**src/rtl/sat_counter.sv**
```systemverilog
// sat_counter: saturating up-counter with synchronous clear.
//   clk, rst : clock, synchronous active-high reset
//   inc_i    : add one (holds at all-ones once saturated)
//   clr_i    : clear to zero; when inc_i is also high the result is 1,
//              so an event arriving with the clear is never lost
//   count_o  : current count
module sat_counter #(
  parameter int WIDTH = 16
) (
  input  logic             clk,
  input  logic             rst,
  input  logic             inc_i,
  input  logic             clr_i,
  output logic [WIDTH-1:0] count_o
);

  logic [WIDTH-1:0] count_q;
  logic [WIDTH-1:0] count_d;

  always_comb begin
    count_d = count_q;
    if (inc_i) begin
      if (clr_i) begin
        count_d = WIDTH'(1);
      end else if (count_q != '1) begin
        count_d = count_q + WIDTH'(1);
      end
    end else if (clr_i) begin
      count_d = '0;
    end
  end

  always_ff @(posedge clk) begin
    if (rst) begin
      count_q <= '0;
    end else begin
      count_q <= count_d;
    end
  end

  assign count_o = count_q;

endmodule : sat_counter

```
**config.mk**
```make
export PLATFORM = sky130hd
export DESIGN_NAME = sat_counter
export DESIGN_NICKNAME = d
export VERILOG_FILES = /design/src/rtl/sat_counter.sv
export SDC_FILE = /design/constraint.sdc
export NUM_CORES = 1
export LEC_CHECK = 0
export CAP_MARGIN = 20
export CORE_ASPECT_RATIO = 0.8
export CORE_MARGIN = 4
export CORE_UTILIZATION = 40
export DETAILED_ROUTE_END_ITERATION = 10
export PLACE_DENSITY = 0.66
export SYNTH_ARGS = -nofsm -noshare
export SYNTH_HDL_FRONTEND = slang
export SYNTH_SLANG_ARGS = --single-unit
export TNS_END_PERCENT = 100
```
**constraint.sdc**
```tcl
create_clock -name clk -period 1.8 [get_ports clk]
set_clock_uncertainty 0.2 [all_clocks]
set_input_delay 0.27 -clock clk [delete_from_list [all_inputs] [get_ports clk]]
set_output_delay 0.27 -clock clk [all_outputs]
set_load 0.02 [all_outputs]
```
==> flow_summary.json, run 1 <==
{
  "status": "complete, no violations",
  "core_area_sq_mm": 0.002140,
  "synth-main-ff-cell": "dfxtp_1",
  "dieArea_sq_mm": 0.003062,
  "power_density_mw_per_mm2": 507.5,
  "cts_made_buffers": 3,
  "ios": 20,
  "yosysSeqAreaShare_pct": 35.80,
  "clkLatencyLatePin_ns": 0.29,
  "cts_tree": "yes",
  "largest_reg_flops": 16,
  "dp_cells": 156,
  "area_growth_pct": 41.82,
  "netlist_instances": 100,
  "tightestPinTransition_ns": 0.3236,
  "n_antenna_cell": 0,
  "drt-initial-drc-count": 30,
  "yosysWarnings": 0,
  "drv_cap": 0,
  "hold_violations": 0,
  "drive_gt1_share_pct": 24.09,
  "crit_path_end_kind": "flop",
  "yosysTopAreaCellShare_pct": 35.80,
  "ant_nets": 0,
  "die_width_um": 60.88,
  "synth_top_family_by_area": "simple AND/OR/NAND/NOR gates",
  "yosysTopAreaCell": "dfxtp_1",
  "syn_area_per_cell_sq_um": 8.946,
  "slew_violations": 0,
  "setup_ws_ns": 0.06737,
  "drc": 0,
  "max_freq_mhz": 577.2,
  "syn_area_sq_um": 894.6,
  "hold_slack_ns": 0.3164,
  "ys_seq_elements": 16,
  "grt_max_degree": 11,
  "cp.arrival_ns": 1.75,
  "max-vdd-ir-drop_mv": 0.4086,
  "finalWeightedCongestion": 0.7903,
  "synth.area.top_cells": "dfxtp_1 36%, a21oi_1 5.0%, nor4_4 4.8%",
  "startpoint_type": "flop",
  "port_buffers": 19,
  "synth_cell_types": 36,
  "h-tree-depth": 1,
  "synth_edf_count": 0,
  "grt_pass1_vias": 844,
  "start_util_pct": 41.81,
  "slew_headroom_pct": 78.35,
  "place_ws_ns": -0.1660,
  "antenna_found_initial": 0,
  "period_share_pct": 96.26,
  "final_common_cell": "dlygate4sd2_1",
  "path_clk_slew_ns": 0.10,
  "fp-row-count": 15,
  "avgViaCountPerCell": 5.704,
  "synth.area.mux_share_pct": 4.476,
  "grt_use_total_pct": 16.12,
  "cts-root-buf": "clkbuf_4",
  "dp_hpwl_um": 1698,
  "wl_per_cell_um": 13.51,
  "synthAdderAreaFrac_pct": 1.399,
  "clockBufferDepth": 2,
  "p_leak_nw": 0.5650,
  "clkSinkCount": 16,
  "die_h_um": 50.30,
  "synth_fp_nets": 105,
  "grt_pass1_wl_um": 3760,
  "firstDrtPassIters": 4,
  "synth-xor-area-share_pct": 0,
  "nNetsFinal": 143,
  "cp.required_ns": 1.82,
  "synth-simple-area-share_pct": 36.08,
  "vias": 924,
  "hold_class": "reg2reg",
  "async_reset_ff_share_pct": 0,
  "cp_max_fo": 4,
  "wl_um": 2188,
  "final_cells": 162,
  "synth-compound-area-share_pct": 20.14,
  "grt-ovfl-total": 0,
  "crit_type": "reg2reg",
  "rsz0062_at_grt": "true",
  "period_minus_slack_ns": 1.733,
  "timing.final.setup_violations": 0,
  "hold_buffers": 0,
  "final_cell_mix": "15 x dlygate4sd2_1, 14 x buf_4, 13 x dfxtp_1"
}
## cell type report
cell class	instances	area, sq um
well taps	25	31.28
fillers	206	870.8
inverters	4	15.01
multi-input cells	79	571.8
clock buffers	4	36.28
flip-flops and latches	16	324.1
repair buffers	34	290.3
## logic make-up after synthesis
family          Yosys count
flops                    16
simple gates             45
fa+ha+maj                 1
buf+inv                   5
mux                       4
compound gates           29
## worst max-delay path, stage by stage, from the launching register on
cell and delay (ns):
dfxtp_1 0.33, ha_2 0.21, inv_1 0.11, nor4_4 0.07, buf_4 0.13, or4_1 0.46
a21oi_1 0.16
## layer usage
layer,global-route usage (%),up-vias,wire (um)
li1,-,468,-
met1,21.88,436,1042
met2,24.56,18,1019
met3,4.884,2,108
met4,4.332,0,17
met5,0,-,0
## cells in the mapped netlist (2+ instances only)
cell and count:
a21oi_1 9, a211oi_1 4, mux2i_1 4, nor3_1 2
nand4_1 6, or3_1 6, o31ai_1 2, nand3_2 2
inv_1 4, and3_1 3, dfxtp_1 16, nor4_4 2
o21ai_0 4, o21ai_1 4, nor2_1 5, nand2_1 7
## worst paths after layout
| path | from | end | slack (ns) | cells after the start |
|---|---|---|---|---|
| worst min register to register | count_o[15] | count_o[15] | 0.32 | 2 |
| worst max register to register | count_o[0] | count_o[9] | 0.07 | 6 |
| worst max-delay path | count_o[0] | count_o[9] | 0.07 | 6 |
| worst min-delay path | count_o[15] | count_o[15] | 0.32 | 2 |
## metrics by stage
step / area, sq um / setup TNS (ns) / utilization [%] / power (W)
after global routing: 1269 / -0.01095 / 59.30 / 0.0006829
after detailed placement: 1210 / -0.9980 / 56.55 / 0.0004151
after CTS: 1229 / 0 / 57.43 / 0.0006546
after global placement: 1210 / -0.5524 / 56.55 / 0.0004139
after floorplan: 894.6 / 0 / - / 0.0003859
final: 1269 / 0 / 59.30 / 0.0006438
## power breakdown
part	internal [W]	switching, W	leakage [nW]
Sequential	0.000356	0.00000158	0.131
Combinational	0.0000241	0.0000232	0.413
Clock	0.000123	0.000116	0.0210
Total	0.000504	0.000140	0.565
## timing repair
item / CTS / global route
endpoints found under the setup margin: 15 / 9
resized for setup: 16 / 7
pin swaps: 0 / 1
setup buffers: 0 / 2
No activity file was read; power rests on OpenSTA's default activity.
==> inputs of run 2 (changes only) <==
- CELL_PAD_IN_SITES_DETAIL_PLACEMENT: not set -> 0
- CELL_PAD_IN_SITES_GLOBAL_PLACEMENT: not set -> 1
- CORE_UTILIZATION: 40 -> 36
- PLACE_DENSITY: 0.66 -> not set
- PLACE_DENSITY_LB_ADDON: not set -> 0.1
==> flow_summary.json, run 2 (synthesis gave the netlist of run 1 again) <==
{
  "status": "complete, no violations",
  "final_common_cell": "buf_4",
  "die_h_um": 52.59,
  "firstDrtPassIters": 4,
  "p_int_w": 0.0004595,
  "fillCellCount": 214,
  "ant_nets": 0,
  "cp.arrival_ns": 1.71,
  "h-tree-depth": 1,
  "r2r-start": "count_o[1]",
  "clkLatencyLatePin_ns": 0.29,
  "period_share_pct": 95.55,
  "start_util_pct": 39.72,
  "dieArea_sq_mm": 0.003352,
  "p_seq_share_pct": 59.6,
  "p_leak_nw": 0.5655,
  "use_met1_pct": 19.79,
  "ios": 20,
  "setup_ws_ns": 0.08007,
  "place_ws_ns": -0.2186,
  "design_area_sq_mm": 0.001286,
  "cp_max_fo": 6,
  "cts_tree": "yes",
  "fp-row-count": 15,
  "cp.required_ns": 1.79,
  "core_area_sq_mm": 0.002252,
  "hold_violations": 0,
  "clkPwrFrac_pct": 32.3,
  "avgViaCountPerCell": 5.701,
  "final_cell_mix": "18 x buf_4, 16 x dlygate4sd2_1, 9 x a21oi_1",
  "grt_pass1_wl_um": 4043,
  "grt_busiest_layer": "met2",
  "multiInputGateArea_sq_um": 581.8,
  "wl_um": 2506,
  "r2r-end": "count_o[4]",
  "grt_pass1_vias": 881,
  "grt_use_total_pct": 15.58,
  "grt-ovfl-total": 0,
  "crit_path_end_kind": "flop",
  "drc": 0,
  "slew_violations": 0,
  "dp_hpwl_um": 1813,
  "regArea_sq_um": 330.3,
  "drt-initial-drc-count": 46,
  "cts-root-buf": "clkbuf_4",
  "port_buffers": 19,
  "use_met3_pct": 5.150,
  "area_growth_pct": 43.78,
  "p_sw_share_pct": 23.81,
  "tightestPinTransition_ns": 0.2939,
  "antenna_found_initial": 0,
  "path_clk_slew_ns": 0.10,
  "nNetsFinal": 146,
  "met2_usage_pct": 26.00,
  "final_cells": 164,
  "r2r_cells": 6,
  "grt_max_degree": 11,
  "finalWeightedCongestion": 0.7941,
  "combPwrFrac_pct": 8.1,
  "vias": 935,
  "whs_path_depth": 2,
  "timing.final.setup_violations": 0,
  "n_antenna_cell": 0,
  "startpoint_type": "flop",
  "min_from": "count_o[7]",
  "final_util_pct": 57.11,
  "hold_end": "count_o[7]",
  "crit_type": "reg2reg",
  "drv_cap": 0,
  "cts_made_buffers": 3,
  "power_density_mw_per_mm2": 468.9,
  "largest_reg_flops": 16,
  "finalPower_w": 0.0006031,
  "dp_cells": 158,
  "clockBufferDepth": 2,
  "wl_per_cell_um": 15.28,
  "die_width_um": 63.74,
  "max_freq_mhz": 581.4,
  "max-vdd-ir-drop_mv": 0.3249,
  "slew_headroom_pct": 80.26,
  "period_minus_slack_ns": 1.720,
  "timing.reg2reg.setup_slack_ns": 0.08,
  "hold_class": "reg2reg",
  "switching_power_w": 0.0001436,
  "post_dp_cell_area_sq_mm": 0.001225,
  "drive_gt1_share_pct": 28.78,
  "clkSinkCount": 16
}
## run 2: cell count changes in the layout (fill, tap and decap cells not counted), sizes merged
cell	change
buf	+3
clkbuf	-1
dlygate4sd2	+1
dlymetal6s2s	-1
## run 2: area by class of cell
cell class / count / share of cell area (%)
inverter: 4 / 1.167
sequential: 16 / 25.68
tap: 25 / 2.432
multi-input combinational: 79 / 45.23
clock buffer: 3 / 1.751
timing repair buffer: 37 / 23.74
## run 2: power by group through the flow
stage               combinational (W)  clock (W)  sequential, W
floorplan                   0.0000158          0       0.000370
global placement            0.0000483          0       0.000366
detailed placement          0.0000493          0       0.000366
CTS                         0.0000478   0.000202       0.000358
global route                0.0000530   0.000214       0.000360
finish                      0.0000490   0.000195       0.000359
## run 2: stage by stage
stage               hold WS [ns]  setup TNS (ns)
detailed placement        0.3253         -0.9326
finish                    0.3313               0
floorplan                 0.1391               0
global route              0.3543        -0.01658
CTS                       0.3391               0
global placement          0.3107         -0.7194
## run 2: timing repair
| action | in CTS | in global routing |
|---|---|---|
| endpoints found under the setup margin | 16 | 5 |
| gates cloned | 0 | 0 |
| buffers inserted | 0 | 3 |
| pin swaps | 0 | 4 |
| gates resized for setup | 17 | 11 |
| hold buffers | 0 | 0 |
## run 2: routing by layer
| metal | vias to the layer above | share of wire (%) |
|---|---|---|
| li1 | 471 | - |
| met1 | 444 | 49 |
| met2 | 18 | 46 |
| met3 | 2 | 4.1 |
| met4 | 0 | 0.52 |
| met5 | - | 0 |
## run 2: worst max path at each step
stage	from	end	cells past startpoint
after floorplan	count_o[0]	count_o[4]	5
after global placement	inc_i	count_o[15]	5
after detailed placement	inc_i	count_o[15]	5
after CTS	count_o[0]	count_o[15]	5
after global routing	count_o[1]	count_o[4]	6
final	count_o[1]	count_o[4]	6
## run 2: worst max-delay path, cell delays in order, from the launching register on
cell and delay (ns):
dfxtp_2 0.37, ha_4 0.15, nand4_1 0.21, nor4_4 0.30
buf_4 0.18, nor4_1 0.05, o21a_1 0.16
